$ cat src/rtl/frame_flash_filter_if.sv
// Pixel-side bundle of the frame flash filter: object-mux pixel in, timing and
// game-state levels in, filtered pixel and flash indicator out.
interface frame_flash_filter_if;
  logic [7:0] RGBIn;
  logic       displayActive;
  logic       startOfFrame;
  logic       win;
  logic       lose;
  logic [7:0] RGBOut;
  logic       flashActive;

  modport master (
    output RGBIn, displayActive, startOfFrame, win, lose,
    input  RGBOut, flashActive
  );

  modport slave (
    input  RGBIn, displayActive, startOfFrame, win, lose,
    output RGBOut, flashActive
  );
endinterface

$ cat src/rtl/frame_flash_filter.sv
// End-of-game screen effect: flashes the picture inverted/normal for a fixed
// number of frame phases after a win or lose, then holds normal (win) or dim (lose).
module frame_flash_filter #(
  parameter int TOGGLE_FRAMES = 4,
  parameter int FLASH_TOGGLES = 6
) (
  input logic                 clk,
  input logic                 resetN,
  frame_flash_filter_if.slave bus
);

  typedef enum logic [1:0] {IDLE, FLASH, END} state_t;
  typedef enum logic [1:0] {MODE_PASS, MODE_INVERT, MODE_DIM} mode_t;
  typedef enum logic {CAUSE_WIN, CAUSE_LOSE} cause_t;

  localparam logic [3:0] FRAME_LAST  = 4'(TOGGLE_FRAMES - 1);
  localparam logic [3:0] TOGGLE_LAST = 4'(FLASH_TOGGLES - 1);

  state_t     state, stateNext;
  cause_t     cause, causeNext;
  mode_t      mode;
  logic [3:0] frameCnt, frameCntNext;
  logic [3:0] toggleCnt, toggleCntNext;
  logic       invertPhase, invertPhaseNext;
  logic       winD, loseD;
  logic       winRise, loseRise;
  logic [7:0] pixelNext;

  assign winRise  = bus.win & ~winD;
  assign loseRise = bus.lose & ~loseD;

  always_ff @(posedge clk) begin
    if (!resetN) begin
      state       <= IDLE;
      cause       <= CAUSE_WIN;
      frameCnt    <= 4'd0;
      toggleCnt   <= 4'd0;
      invertPhase <= 1'b0;
      winD        <= 1'b0;
      loseD       <= 1'b0;
    end else begin
      state       <= stateNext;
      cause       <= causeNext;
      frameCnt    <= frameCntNext;
      toggleCnt   <= toggleCntNext;
      invertPhase <= invertPhaseNext;
      winD        <= bus.win;
      loseD       <= bus.lose;
    end
  end

  // Releasing both game levels always wins over a frame event in the same cycle.
  always_comb begin
    stateNext       = state;
    causeNext       = cause;
    frameCntNext    = frameCnt;
    toggleCntNext   = toggleCnt;
    invertPhaseNext = invertPhase;
    mode            = MODE_PASS;

    case (state)
      IDLE: begin
        if (winRise || loseRise) begin
          stateNext       = FLASH;
          causeNext       = winRise ? CAUSE_WIN : CAUSE_LOSE;
          frameCntNext    = 4'd0;
          toggleCntNext   = 4'd0;
          invertPhaseNext = 1'b1;
        end
      end

      FLASH: begin
        mode = invertPhase ? MODE_INVERT : MODE_PASS;
        if (!bus.win && !bus.lose) begin
          stateNext       = IDLE;
          frameCntNext    = 4'd0;
          toggleCntNext   = 4'd0;
          invertPhaseNext = 1'b0;
        end else if (bus.startOfFrame) begin
          if (frameCnt < FRAME_LAST) begin
            frameCntNext = frameCnt + 4'd1;
          end else begin
            frameCntNext    = 4'd0;
            invertPhaseNext = ~invertPhase;
            if (toggleCnt == TOGGLE_LAST) begin
              stateNext = END;
            end else begin
              toggleCntNext = toggleCnt + 4'd1;
            end
          end
        end
      end

      END: begin
        mode = (cause == CAUSE_WIN) ? MODE_PASS : MODE_DIM;
        if (!bus.win && !bus.lose) begin
          stateNext       = IDLE;
          frameCntNext    = 4'd0;
          toggleCntNext   = 4'd0;
          invertPhaseNext = 1'b0;
        end
      end

      default: stateNext = IDLE;
    endcase
  end

  // DIM halves each RGB332 field independently so colours never bleed across fields.
  always_comb begin
    pixelNext = 8'h00;
    if (bus.displayActive) begin
      case (mode)
        MODE_INVERT: pixelNext = ~bus.RGBIn;
        MODE_DIM:    pixelNext = {1'b0, bus.RGBIn[7:6], 1'b0, bus.RGBIn[4:3], 1'b0, bus.RGBIn[1]};
        default:     pixelNext = bus.RGBIn;
      endcase
    end
  end

  always_ff @(posedge clk) begin
    if (!resetN) begin
      bus.RGBOut <= 8'h00;
    end else begin
      bus.RGBOut <= pixelNext;
    end
  end

  assign bus.flashActive = (state == FLASH);

endmodule

$ cat src/flat_wrapper.sv
// flat-port wrapper written by rule: the top's interface ports become plain ports
module frame_flash_filter_flat 
#(
  parameter int TOGGLE_FRAMES = 4,
  parameter int FLASH_TOGGLES = 6
)
  (clk, resetN, bus_RGBIn, bus_displayActive, bus_startOfFrame, bus_win, bus_lose, bus_RGBOut, bus_flashActive);
  frame_flash_filter_if bus_i ();
  input logic clk;
  input logic resetN;
  input wire logic [$bits(bus_i.RGBIn)-1:0] bus_RGBIn;
  input wire logic [$bits(bus_i.displayActive)-1:0] bus_displayActive;
  input wire logic [$bits(bus_i.startOfFrame)-1:0] bus_startOfFrame;
  input wire logic [$bits(bus_i.win)-1:0] bus_win;
  input wire logic [$bits(bus_i.lose)-1:0] bus_lose;
  output wire logic [$bits(bus_i.RGBOut)-1:0] bus_RGBOut;
  output wire logic [$bits(bus_i.flashActive)-1:0] bus_flashActive;
  assign bus_i.RGBIn = bus_RGBIn;
  assign bus_i.displayActive = bus_displayActive;
  assign bus_i.startOfFrame = bus_startOfFrame;
  assign bus_i.win = bus_win;
  assign bus_i.lose = bus_lose;
  assign bus_RGBOut = bus_i.RGBOut;
  assign bus_flashActive = bus_i.flashActive;
  frame_flash_filter #(.TOGGLE_FRAMES(TOGGLE_FRAMES), .FLASH_TOGGLES(FLASH_TOGGLES)) u_core (.clk(clk), .resetN(resetN), .bus(bus_i));
endmodule
$ cat config.mk
export PLATFORM = sky130hd
export DESIGN_NAME = frame_flash_filter_flat
export DESIGN_NICKNAME = d
export VERILOG_FILES = /design/src/rtl/frame_flash_filter_if.sv /design/src/rtl/frame_flash_filter.sv /design/src/flat_wrapper.sv
export SDC_FILE = /design/constraint.sdc
export NUM_CORES = 1
export LEC_CHECK = 0
export CAP_MARGIN = 20
export CORE_UTILIZATION = 29
export DETAILED_ROUTE_END_ITERATION = 8
export SYNTH_ARGS = -nofsm -noshare
export SYNTH_HDL_FRONTEND = slang
export SYNTH_SLANG_ARGS = --single-unit
export TNS_END_PERCENT = 5
$ cat constraint.sdc
create_clock -name clk -period 4 [get_ports clk]
set_input_delay 0.6 -clock clk [delete_from_list [all_inputs] [get_ports clk]]
set_output_delay 0.6 -clock clk [all_outputs]
set_load 0.01 [all_outputs]
==> impl_metrics.tcl <==
set metrics [dict create \
    areaGrowthSynthToFinish_pct 31.3 \
    drtIter0Drc 18 \
    cts_hold_buf 0 \
    drcViolationCount 0 \
    r2r_start "u_core.state[1]$_SDFFE_PN0P_" \
    min_period_ps 2130 \
    hp-class "flip-flop to flip-flop" \
    synth_area_mm2 0.00109 \
    maxCapViolCount 0 \
    ctsRootBufferMaster "clkbuf_8" \
    hold_start "u_core.frameCnt[1]$_SDFFE_PN0P_" \
    vias_per_cell 4.90 \
    syn_inst 119 \
    cts_buffer_depth 2 \
    drive_above_1_share 0.0839 \
    final_cell_mix "clkdlybuf4s50_1, dfxtp_1, inv_1" \
    cp_max_fo 7 \
    synth-simple-area-share 0.167 \
    die_h_um 63.3 \
    grt_pass1_vias 923 \
    synth-seq-cells 22 \
    max_slew_margin 0.686 \
    worstSkewPairLatency_ps 260 \
    dieArea_mm2 0.00401 \
    fmax_mhz 470 \
    p_total_mw 0.739 \
    cts_tree "yes" \
    worstMarginPinSlew_ps 470 \
    rsz0062_at_grt "no" \
    grtUsageTotal 0.123 \
    cts.sinks 22 \
    place_congestion 0.748 \
    worst_setup_path_start_kind "primary input" \
    dp_hpwl_um 1720 \
    wl_um 2260 \
    synth-edff-count 0 \
    numCtsBuffers 3 \
    synth_flop_cell "dfxtp_1" \
    critPathRequiredTime_ps 4190 \
    ys_types 35 \
    post_cts_resized 0 \
    ant_nets 0 \
    port_buffers 22 \
    hold_violations 0 \
    status "complete, no violations" \
    crit_start "bus_lose" \
    overflow 0 \
    fin_ws_ps 1870 \
    diodes 0 \
    synth-xor-area-share 0 \
    setup_viol 0 \
    worst_hold_slack_ps 476 \
    final_nets 167 \
    ctsHtreeMaxLevel 1 \
    synth_nets 142 \
    grt_first_pass_wirelength_um 3930 \
    final_util 0.413 \
    muxShareOfSynthArea 0.00917 \
    period_share 0.532 \
    antenna_found_initial 0 \
    post_cts_buffers 0 \
    synth_top_family_by_area "compound AO/OA/AOI/OAI gates" \
    clkTransAtPathRegs_ps 80 \
    die_w_um 63.3 \
    peakVddDrop_v 0.000226 \
    tns_ps 0 \
    boundaryPins 23 \
    start_util 0.315 \
    avgSynthCellArea_um2 9.17 \
    via_count 927 \
    p_leak_nw 0.578 \
    clock_skew_ps 4.77 \
    finalMaxSlewViolations 0 \
    grt_max_degree 15 \
    critPathKind "primary input to flip-flop" \
    synth_fa_ha_area_frac 0.103 \
    yosysSeqAreaShare 0.404 \
    cp-end-kind "flip-flop" \
    arrival_ps 2320 \
    async_reset_ff_frac 0 \
    firstDrtPassIters 4 \
    wl_per_cell_um 12.0 \
    coreArea_mm2 0.00347 \
    num_rows 21 \
    dp_slack_ps 1620 \
    p_per_area_mw_per_mm2 516 \
    synth_compound_area_frac 0.258 \
    yosysWarnings 0 \
]
-- sequential cells by signal, indices dropped and copies added, names as in the netlist --
signal              count
u_core.bus.RGBOut       8
u_core.state            2
u_core.frameCnt         4
u_core.winD             1
u_core.invertPhase      1
u_core.loseD            1
u_core.cause            1
u_core.toggleCnt        4
-- routing by layer --
metal / GRT usage / up-vias / part of all wire
met5: 0 / - / 0
met4: 0.0682 / 0 / 0.019
met3: 0.0181 / 2 / 0.011
met2: 0.198 / 11 / 0.50
met1: 0.154 / 435 / 0.47
li1: - / 479 / -
-- power breakdown --
group	switching [mW]	internal (mW)
combinational	0.147	0.119
sequential	0.0186	0.246
clock	0.0741	0.134
total	0.240	0.499
-- cells by family (layout without fill, tap and decap cells) --
family                     count (synthesis)  after routing
DFF                                       22             22
buffers and inverters                     17             41
muxes                                      1              1
AOI/OAI and AO/OA                         37             37
and+or+nand+nor                           33             33
adders and majority gates                  9              9
-- cell usage after synthesis, types with 3 or more instances --
| cell | n | area share |
|---|---|---|
| nor2_1 | 7 | 0.024 |
| o21ai_0 | 4 | 0.018 |
| nand2b_1 | 3 | 0.017 |
| inv_1 | 15 | 0.052 |
| and2_1 | 3 | 0.017 |
| or3_1 | 4 | 0.023 |
| dfxtp_1 | 22 | 0.40 |
| a221oi_1 | 5 | 0.040 |
| a211oi_1 | 5 | 0.034 |
| ha_1 | 9 | 0.10 |
| nand2_1 | 6 | 0.021 |
| a21oi_1 | 7 | 0.032 |
| nand3_1 | 3 | 0.014 |
-- area by class of cell --
cell class                      instances  area (µm²)
Fill cell                             356        2040
Multi-Input combinational cell         80         587
Sequential cell                        22         440
Timing Repair Buffer                   22         220
Tap cell                               46        57.6
Inverter                               15        56.3
Clock buffer                            3        41.3
Clock inverter                          1        30.0
-- metrics by stage --
| stage | cell area, µm² | cells |
|---|---|---|
| final | 1430 | 189 |
| after global routing | 1430 | 189 |
| after CTS | 1430 | 189 |
| after detailed placement | 1360 | 185 |
| after global placement | 1360 | 185 |
| after floorplan | 1090 | 119 |
-- path summary, 6_finish.rpt --
check / to / cells after the start / slack, ps
worst max-delay path: u_core.toggleCnt[3]$_SDFFE_PN0P_ / 6 / 1870
worst min-delay path: u_core.frameCnt[1]$_SDFFE_PN0P_ / 2 / 480
worst max register to register: u_core.bus.RGBOut[1]$_SDFF_PN0_ / 8 / 2000
worst min register to register: u_core.frameCnt[1]$_SDFFE_PN0P_ / 2 / 480
-- critical path, stage by stage --
cell             delay (ps)
clkdlybuf4s50_1         480
o21ai_2                 310
or4_4                   210
o2111ai_2               200
or3_1                   390
a21oi_1                 140
Note: power is estimated with default switching activity, not from simulation.
